--- config.mk ---
export PLATFORM = sky130hd
export DESIGN_NAME = exe_mem_pipe_reg_flat
export DESIGN_NICKNAME = d
export VERILOG_FILES = /design/src/rtl/exe_mem_pipe_reg_if.sv /design/src/rtl/exe_mem_pipe_reg.sv /design/src/flat_wrapper.sv
export SDC_FILE = /design/constraint.sdc
export NUM_CORES = 1
export LEC_CHECK = 0
export CORE_AREA = 2 2 104 106
export CTS_CLUSTER_DIAMETER = 150
export DETAILED_ROUTE_END_ITERATION = 12
export DIE_AREA = 0 0 106 108
export GPL_ROUTABILITY_DRIVEN = 0
export PLACE_DENSITY = 0.81
export SLEW_MARGIN = 10
export SYNTH_ARGS = -nofsm -noshare
export SYNTH_HDL_FRONTEND = slang
export SYNTH_SLANG_ARGS = --single-unit
--- constraint.sdc ---
create_clock -name clk -period 1.8 [get_ports clk]
set_clock_uncertainty 0.05 [all_clocks]
set_input_delay 0.27 -clock clk [delete_from_list [all_inputs] [get_ports clk]]
set_output_delay 0.27 -clock clk [all_outputs]
set_load 0.01 [all_outputs]
--- src/rtl/exe_mem_pipe_reg_if.sv ---
// rtl/exe_mem_pipe_reg_if.sv - EXE->MEM handshake and payload bundle for exe_mem_pipe_reg
interface exe_mem_pipe_reg_if #(
  parameter int DATA_W = 32,
  parameter int DEST_W = 4,
  parameter int CNT_W  = 16
);
  // EXE side
  logic              inValid;
  logic              inReady;
  logic              writeBackEnIn;
  logic              memReadEnIn;
  logic              memWriteEnIn;
  logic [DATA_W-1:0] resultALUIn;
  logic [DATA_W-1:0] storeValIn;
  logic [DEST_W-1:0] destIn;
  // MEM side
  logic              outValid;
  logic              outReady;
  logic              writeBackEn;
  logic              memReadEn;
  logic              memWriteEn;
  logic [DATA_W-1:0] resultALU;
  logic [DATA_W-1:0] storeVal;
  logic [DEST_W-1:0] dest;
  logic [CNT_W-1:0]  stallCount;

  // Surrounding pipeline: drives the EXE request and the MEM acceptance
  modport master (
    output inValid, writeBackEnIn, memReadEnIn, memWriteEnIn,
    output resultALUIn, storeValIn, destIn, outReady,
    input  inReady, outValid, writeBackEn, memReadEn, memWriteEn,
    input  resultALU, storeVal, dest, stallCount
  );

  // Pipeline register itself
  modport slave (
    input  inValid, writeBackEnIn, memReadEnIn, memWriteEnIn,
    input  resultALUIn, storeValIn, destIn, outReady,
    output inReady, outValid, writeBackEn, memReadEn, memWriteEn,
    output resultALU, storeVal, dest, stallCount
  );
endinterface

--- src/rtl/exe_mem_pipe_reg.sv ---
// rtl/exe_mem_pipe_reg.sv - EXE->MEM pipeline register with flow control, flush and stall counter; EXE_MEM_SKID_EN adds a skid entry
module exe_mem_pipe_reg #(
  parameter int DATA_W = 32,
  parameter int DEST_W = 4,
  parameter int CNT_W  = 16
) (
  input  logic               clk,
  input  logic               rst,
  input  logic               flush,
  exe_mem_pipe_reg_if.slave  bus
);

  // Payload packs {writeBackEn, memReadEn, memWriteEn, resultALU, storeVal, dest}
  localparam int PL_W = 3 + 2 * DATA_W + DEST_W;

  logic              r_main_valid;
  logic [PL_W-1:0]   r_main_pl;
  logic [CNT_W-1:0]  r_stall_cnt;

  logic [PL_W-1:0]   w_in_pl;
  logic              w_in_ready;
  logic              w_in_fire;
  logic              w_wb;
  logic              w_mr;
  logic              w_mw;
  logic [DATA_W-1:0] w_res;
  logic [DATA_W-1:0] w_sv;
  logic [DEST_W-1:0] w_dest;

  assign w_in_pl   = {bus.writeBackEnIn, bus.memReadEnIn, bus.memWriteEnIn,
                      bus.resultALUIn, bus.storeValIn, bus.destIn};
  assign w_in_fire = bus.inValid && w_in_ready;

`ifdef EXE_MEM_SKID_EN
  logic            r_skid_valid;
  logic [PL_W-1:0] r_skid_pl;
  logic            w_main_free;

  // Ready is purely registered: only a full skid entry blocks the EXE stage
  assign w_in_ready  = !r_skid_valid;
  // Main entry is empty or being consumed this cycle
  assign w_main_free = !r_main_valid || bus.outReady;

  // Two-deep FIFO: main drives outputs, skid absorbs the instruction that arrives while main stalls
  always_ff @(posedge clk) begin
    if (rst) begin
      r_main_valid <= 1'b0;
      r_main_pl    <= '0;
      r_skid_valid <= 1'b0;
      r_skid_pl    <= '0;
    end else if (flush) begin
      r_main_valid <= 1'b0;
      r_skid_valid <= 1'b0;
    end else if (w_main_free) begin
      if (r_skid_valid) begin
        // Skid is older, so it refills main; inReady was low, so nothing new arrives
        r_main_pl    <= r_skid_pl;
        r_main_valid <= 1'b1;
        r_skid_valid <= 1'b0;
      end else if (w_in_fire) begin
        r_main_pl    <= w_in_pl;
        r_main_valid <= 1'b1;
      end else begin
        r_main_valid <= 1'b0;
      end
    end else if (w_in_fire) begin
      r_skid_pl    <= w_in_pl;
      r_skid_valid <= 1'b1;
    end
  end
`else
  logic w_out_fire;

  // Single entry: accept whenever the slot is empty or drains this cycle
  assign w_in_ready = !r_main_valid || bus.outReady;
  assign w_out_fire = r_main_valid && bus.outReady;

  // Main entry loads on every accepted instruction and empties on a lone consumption
  always_ff @(posedge clk) begin
    if (rst) begin
      r_main_valid <= 1'b0;
      r_main_pl    <= '0;
    end else if (flush) begin
      r_main_valid <= 1'b0;
    end else if (w_in_fire) begin
      r_main_pl    <= w_in_pl;
      r_main_valid <= 1'b1;
    end else if (w_out_fire) begin
      r_main_valid <= 1'b0;
    end
  end
`endif

  // Saturating count of cycles the MEM stage refuses a valid instruction; flush does not clear it
  always_ff @(posedge clk) begin
    if (rst) begin
      r_stall_cnt <= '0;
    end else if (r_main_valid && !bus.outReady && (r_stall_cnt != {CNT_W{1'b1}})) begin
      r_stall_cnt <= r_stall_cnt + 1'b1;
    end
  end

  assign {w_wb, w_mr, w_mw, w_res, w_sv, w_dest} = r_main_pl;

  // Enables are gated so an empty or squashed slot never touches memory or the register file
  assign bus.inReady     = w_in_ready;
  assign bus.outValid    = r_main_valid;
  assign bus.writeBackEn = w_wb & r_main_valid;
  assign bus.memReadEn   = w_mr & r_main_valid;
  assign bus.memWriteEn  = w_mw & r_main_valid;
  assign bus.resultALU   = w_res;
  assign bus.storeVal    = w_sv;
  assign bus.dest        = w_dest;
  assign bus.stallCount  = r_stall_cnt;

endmodule
--- src/flat_wrapper.sv ---
// flat-port wrapper written by rule: the top's interface ports become plain ports
module exe_mem_pipe_reg_flat 
#(
  parameter int DATA_W = 32,
  parameter int DEST_W = 4,
  parameter int CNT_W  = 16
)
  (clk, rst, flush, bus_inValid, bus_writeBackEnIn, bus_memReadEnIn, bus_memWriteEnIn, bus_resultALUIn, bus_storeValIn, bus_destIn, bus_outReady, bus_inReady, bus_outValid, bus_writeBackEn, bus_memReadEn, bus_memWriteEn, bus_resultALU, bus_storeVal, bus_dest, bus_stallCount);
  exe_mem_pipe_reg_if #(.DATA_W(DATA_W), .DEST_W(DEST_W), .CNT_W(CNT_W)) bus_i ();
  input  logic clk;
  input  logic rst;
  input  logic flush;
  input wire logic [$bits(bus_i.inValid)-1:0] bus_inValid;
  input wire logic [$bits(bus_i.writeBackEnIn)-1:0] bus_writeBackEnIn;
  input wire logic [$bits(bus_i.memReadEnIn)-1:0] bus_memReadEnIn;
  input wire logic [$bits(bus_i.memWriteEnIn)-1:0] bus_memWriteEnIn;
  input wire logic [$bits(bus_i.resultALUIn)-1:0] bus_resultALUIn;
  input wire logic [$bits(bus_i.storeValIn)-1:0] bus_storeValIn;
  input wire logic [$bits(bus_i.destIn)-1:0] bus_destIn;
  input wire logic [$bits(bus_i.outReady)-1:0] bus_outReady;
  output wire logic [$bits(bus_i.inReady)-1:0] bus_inReady;
  output wire logic [$bits(bus_i.outValid)-1:0] bus_outValid;
  output wire logic [$bits(bus_i.writeBackEn)-1:0] bus_writeBackEn;
  output wire logic [$bits(bus_i.memReadEn)-1:0] bus_memReadEn;
  output wire logic [$bits(bus_i.memWriteEn)-1:0] bus_memWriteEn;
  output wire logic [$bits(bus_i.resultALU)-1:0] bus_resultALU;
  output wire logic [$bits(bus_i.storeVal)-1:0] bus_storeVal;
  output wire logic [$bits(bus_i.dest)-1:0] bus_dest;
  output wire logic [$bits(bus_i.stallCount)-1:0] bus_stallCount;
  assign bus_i.inValid = bus_inValid;
  assign bus_i.writeBackEnIn = bus_writeBackEnIn;
  assign bus_i.memReadEnIn = bus_memReadEnIn;
  assign bus_i.memWriteEnIn = bus_memWriteEnIn;
  assign bus_i.resultALUIn = bus_resultALUIn;
  assign bus_i.storeValIn = bus_storeValIn;
  assign bus_i.destIn = bus_destIn;
  assign bus_i.outReady = bus_outReady;
  assign bus_inReady = bus_i.inReady;
  assign bus_outValid = bus_i.outValid;
  assign bus_writeBackEn = bus_i.writeBackEn;
  assign bus_memReadEn = bus_i.memReadEn;
  assign bus_memWriteEn = bus_i.memWriteEn;
  assign bus_resultALU = bus_i.resultALU;
  assign bus_storeVal = bus_i.storeVal;
  assign bus_dest = bus_i.dest;
  assign bus_stallCount = bus_i.stallCount;
  exe_mem_pipe_reg #(.DATA_W(DATA_W), .DEST_W(DEST_W), .CNT_W(CNT_W)) u_core (.clk(clk), .rst(rst), .flush(flush), .bus(bus_i));
endmodule
==> summary.txt, run 1 <==
Outcome: finished, violations left
Failing checks: setup timing
Layout cells sized above 1: 0.111
CP Cell Sequence: nand3_1, or4_4, nor4b_4, mux2_4
DRT met1 WL: 3970 um
Leakage: 2.00 nW
Dpl ws: -0.531 ns
Critical Path RT: 1.99 ns
Worst-path fanout max: 7
Layout area overhead: 44.0%
Cts hold-fix bufs: 0
Hold Path Class: input pin to flop
CP endpoint kind: flop
TritonCTS clock tree: yes
Vias post-DR: 3513
Period utilization: 1.00
Drt wl/cell: 13.4 um
Total wire length: 9780 um
Final nets: 666
Mean Syn Cell Area: 7.91 um^2
GRT Util Overall: 0.165
Drt initial violations: 168
Maxcap violations: 0
Diodes inserted: 0
DR WL met3: 706 um
Tot Pwr: 3.93 mW
Met2 WL post-DR: 4940 um
Arrival time worst endpoint: 1.99 ns
Non-filler cells, final: 729
Clk Latency, worst-skew pair: 0.35 ns
Post-synth net total: 559
Hold endpoint: u_core.bus.stallCount[9]
Hold WS: 0.275 ns
Reg2Reg Setup Slack: -0.002 ns
Rows: 37
Cell total after placement: 708
Endpoints failing hold: 0
CTS Buffer Depth: 2
Remaining global-route overflow: 0
CTS clock-pin slew for the worst setup and hold paths: 0.09 ns
Synthesized flop and latch total: 88
Register area share after synthesis: 0.462
Buf/Inv on CP: 0
Root buffer cell: clkbuf_8
Die ar.: 11400 um^2
Antenna Nets Post-Route: 0
Peak VDD IR: 0.000407 V
Most frequent cells in the layout: 158 x clkdlybuf4s50_1, 147 x nand2_1, 83 x dfxtp_1
Residual DRC: 0
Initial antenna violation count: 0
Fmax: 0.555 GHz
Port bufs: 164
Final Setup Violations: 1
Crit path time final: 1.80 ns
Drt pass-1 iters: 4
Worst slew pin tran: 0.437 ns
Hold Path Cell Cnt: 2
Filler cell count: 944
Vias in the first global route: 3434
Number of flops mapped to enable cells by yosys: 0
H-tree depth: 3
Die width: 106 um
RSZ-0062 raised after global routing: yes
Drt via density: 4.82
YS warnings: 0
Worst setup margin: -0.00247 ns
Worst R2R End: u_core.bus.stallCount[15]
Core Region: 10200 um^2
Synth Flop Type: dfxtp_1
First-pass GRT wire length: 15300 um
Die height: 108 um
DR top layer: met4
DPL Wire Length: 6830 um
Slew margin rel.: 0.708
Initial Util: 0.373
Cells after synthesis: 482
Fraction of registers with async set/reset: 0
CP startpoint kind: flop
Most common cell after layout, fill and taps aside: clkdlybuf4s50_1
Cell area after synthesis: 3810 um^2
Critical path class: flop to flop
Final Slew Violations: 0
Top Family by Delay on Critical Path: simple AND/OR/NAND/NOR gates
Cell variety after synth: 32
HP Start: rst
Max stage delay on crit path: 0.60 ns
CP max-delay cell: or4_4
Inserted Clock Buffers: 9
P per Cell Area: 717 nW/um^2
CTS sink cnt: 88
Largest net degree at the start of global routing: 45
Setup crit start: u_core.bus.stallCount[3]
I/O pins: 165
Worst Reg-to-Reg Cells: 4
Worst r2r src: u_core.bus.stallCount[3]
through the flow:
stage / utilization / setup TNS (ns) / cell area (um^2)
after detailed placement: 0.508 / -14.71 / 5190
after global placement: 0.508 / -12.89 / 5190
final: 0.536 / -0.00247 / 5490
after global routing: 0.536 / -0.172 / 5490
after CTS: 0.530 / -0.0286 / 5420
after floorplan: - / -0.235 / 3830
flip-flops by register name, summed over array words and instances (netlist names):
name                   flops
u_core.r_main_pl          71
u_core.bus.stallCount     16
u_core.bus.outValid        1
worst max path at each step:
| stage | endpoint | slack [ns] | depth (start not counted) |
|---|---|---|---|
| 6_report | u_core.bus.stallCount[15] | -0.002 | 4 |
| 2_1_floorplan | u_core.bus.stallCount[15] | -0.11 | 6 |
| 5_1_grt | u_core.bus.stallCount[15] | -0.06 | 5 |
| 4_1_cts | u_core.bus.stallCount[11] | -0.02 | 6 |
| 3_5_place_dp | u_core.bus.stallCount[15] | -0.53 | 6 |
| 3_3_place_gp | u_core.bus.stallCount[15] | -0.47 | 6 |
report_power, final:
group          switching (mW)  leakage, nW  internal (mW)
sequential             0.0377        0.720           2.02
combinational           0.229         1.18          0.326
clock                   0.652       0.0989          0.666
total                   0.919         2.00           3.01
synthesized netlist by cell type, types with 2 or more instances:
library cell / instances / share of area
a21oi_1: 80 / 0.11
and2_1: 3 / 0.0049
and4_1: 2 / 0.0046
buf_2: 2 / 0.0026
buf_4: 68 / 0.13
clkbuf_1: 26 / 0.026
dfxtp_1: 88 / 0.46
inv_1: 2 / 0.0020
mux2_1: 2 / 0.0059
mux2_2: 2 / 0.0059
nand2_1: 147 / 0.14
nand3_1: 7 / 0.0092
nand3b_1: 2 / 0.0039
nand4_1: 4 / 0.0066
nor2_1: 6 / 0.0059
nor2b_1: 4 / 0.0066
nor3b_1: 2 / 0.0039
nor4_1: 4 / 0.0066
o21ai_0: 4 / 0.0053
o311ai_0: 2 / 0.0046
o31ai_1: 5 / 0.0099
o41ai_1: 2 / 0.0046
or2_2: 3 / 0.0049
or3_1: 2 / 0.0033
or4_1: 6 / 0.012
cells by family (layout without fill, tap and decap cells):
family / Yosys count / count (layout) / share of synthesized area
compound gates: 94 / 94 / 0.132
fa+ha+maj: 1 / 1 / 0.00328
buf+inv: 100 / 211 / 0.166
flops: 88 / 88 / 0.462
mux: 4 / 4 / 0.0118
simple gates: 195 / 195 / 0.225
layer usage:
layer,global-route usage,vias to the layer above
met1,0.188,1641
met4,0.0705,0
met5,0,-
met3,0.0494,15
met2,0.289,123
li1,-,1734
layout make-up:
type	count	area, um^2	area share
inverter	3	11.3	0.00205
timing repair buffer	193	1870	0.341
clock buffer	11	141	0.0258
sequential	88	1770	0.322
tap	136	170	0.0310
clock inverter	4	45.0	0.00821
multi-input combinational	294	1480	0.270
timing repair:
item	in CTS	in global routing
setup endpoints to repair	10	17
buffers inserted	2	3
pin swaps	1	4
hold endpoints to repair	0	0
resized for setup	9	13
cloned	1	0
(Power assumes the default switching activity.)
==> inputs of run 2 (changes only) <==
- clock period: 1.8 -> 1.6 ns (I/O delays scaled with it)
==> run 2 against run 1 <==
Net effect: the flow still finishes with violations (setup timing); setup slack got worse by 0.17 ns; global-route usage is 0.88 points higher; design area grew 2.8%; fmax rose by 1.4%; sequential cell count unchanged; combinational power up 17%; hold slack got worse by 0.045 ns; non-clock buffer count is 12 higher; sequential power increased by 12%; critical path type unchanged; largest cell class unchanged.
==> summary.txt, run 2 (synthesis gave the netlist of run 1 again) <==
Layout cells sized above 1: 0.149
Die height: 108 um
Antenna Nets Post-Route: 0
CTS Buffer Depth: 2
CP endpoint kind: flop
Dpl ws: -0.707 ns
Critical path class: flop to flop
Initial antenna violation count: 0
Port bufs: 164
Residual DRC: 0
Worst-path fanout max: 6
Filler cell count: 947
Largest net degree at the start of global routing: 46
Drt wl/cell: 13.7 um
Root buffer cell: clkbuf_8
Diodes inserted: 0
Drt initial violations: 147
CP startpoint kind: flop
P per Cell Area: 765 nW/um^2
DPL Wire Length: 7140 um
Cts hold-fix bufs: 0
RSZ-0062 raised after global routing: yes
Inserted Clock Buffers: 9
Drt via density: 4.75
Most frequent cells in the layout: 147 x nand2_1, 140 x clkdlybuf4s50_1, 77 x a21oi_1
Drt pass-1 iters: 4
Endpoints failing hold: 0
Failing checks: setup timing
Hold Path Class: input pin to flop
Grt met1 use: 0.208
Worst Reg-to-Reg Cells: 5
First-pass GRT wire length: 16100 um
Core Region: 10200 um^2
H-tree depth: 3
Hold Path Cell Cnt: 2
Maxcap violations: 0
Hold endpoint: u_core.bus.stallCount[8]
Reg2Reg Setup Slack: -0.18 ns
Final Setup Violations: 17
I/O pins: 165
HP Start: rst
Clk Latency, worst-skew pair: 0.34 ns
Final Slew Violations: 0
Vias post-DR: 3523
Fmax: 0.563 GHz
Die ar.: 11400 um^2
Remaining global-route overflow: 0
Worst R2R End: u_core.bus.stallCount[15]
M2 GR Usage: 0.300
Leakage: 2.16 nW
Cell total after placement: 720
Period utilization: 1.11
Worst setup margin: -0.177 ns
GR peak layer: met2
Arrival time worst endpoint: 1.96 ns
Worst slew pin tran: 0.440 ns
Vias in the first global route: 3390
Peak VDD IR: 0.000306 V
Crit path time final: 1.78 ns
Setup TNS: -1.90 ns
GRT Util Overall: 0.174
Most common cell after layout, fill and taps aside: nand2_1
Final nets: 678
TritonCTS clock tree: yes
Outcome: finished, violations left
Non-filler cells, final: 741
Die width: 106 um
Total wire length: 10200 um
CTS sink cnt: 88
Worst r2r src: u_core.bus.outValid
M3 GR Usage: 0.0398
Slew margin rel.: 0.706
Critical Path RT: 1.78 ns
Initial Util: 0.373
CTS clock-pin slew for the worst setup and hold paths: 0.08 ns
Top reg by flops: u_core.r_main_pl
Largest register FFs: 71
Layout area overhead: 48.0%
Rows: 37
[run 2: power breakdown]
group          internal [mW]  switching (mW)
clock network          0.646           0.708
logic                  0.380           0.269
registers               2.27          0.0434
[run 2: repair_timing]
item                       in CTS  in global routing
pin swaps                       5                  6
gates cloned                    1                  0
setup endpoints to repair      54                 89
buffers inserted                3                  2
resized for setup              42                 14
[run 2: per-layer routing]
layer / up-vias / wire length, um
met3: 26 / 650
met4: 0 / 265
met5: - / 0
met1: 1610 / 4310
li1: 1753 / -
met2: 134 / 4940
[run 2: how the worst max path moves through the flow]
stage,startpoint,end,slack (ns)
floorplan,u_core.bus.outValid,u_core.bus.stallCount[15],-0.31
finish,u_core.bus.outValid,u_core.bus.stallCount[15],-0.18
CTS,u_core.bus.outValid,u_core.bus.stallCount[15],-0.18
global placement,bus_outReady,u_core.bus.stallCount[15],-0.66
global route,u_core.bus.outValid,bus_inReady,-0.23
detailed placement,bus_outReady,u_core.bus.stallCount[15],-0.71
[run 2: worst max-delay path, cell delays in order (launching register included)]
cell and delay (ns):
dfxtp_2 0.33, and2b_2 0.15, inv_2 0.04, or4_4 0.53
nor4b_4 0.24, mux2_4 0.32
[run 2: area by class of cell]
class                   instances  area (um^2)  share of cell area
clock buffers                  15          166              0.0295
flip-flops and latches         88         1780               0.316
repair buffers                205         1970               0.349
inverters                       3         11.3             0.00200
well taps                     136          170              0.0302
multi-input cells             294         1540               0.273
[run 2: stage by stage]
stage / area, um^2 / utilization / hold WS, ns / total power [mW]
global placement: 5330 / 0.521 / 0.389 / 3.00
floorplan: 3850 / - / 0.262 / 2.69
global route: 5640 / 0.551 / 0.231 / 4.53
CTS: 5570 / 0.545 / 0.192 / 4.37
detailed placement: 5330 / 0.521 / 0.396 / 3.02
finish: 5640 / 0.551 / 0.230 / 4.32
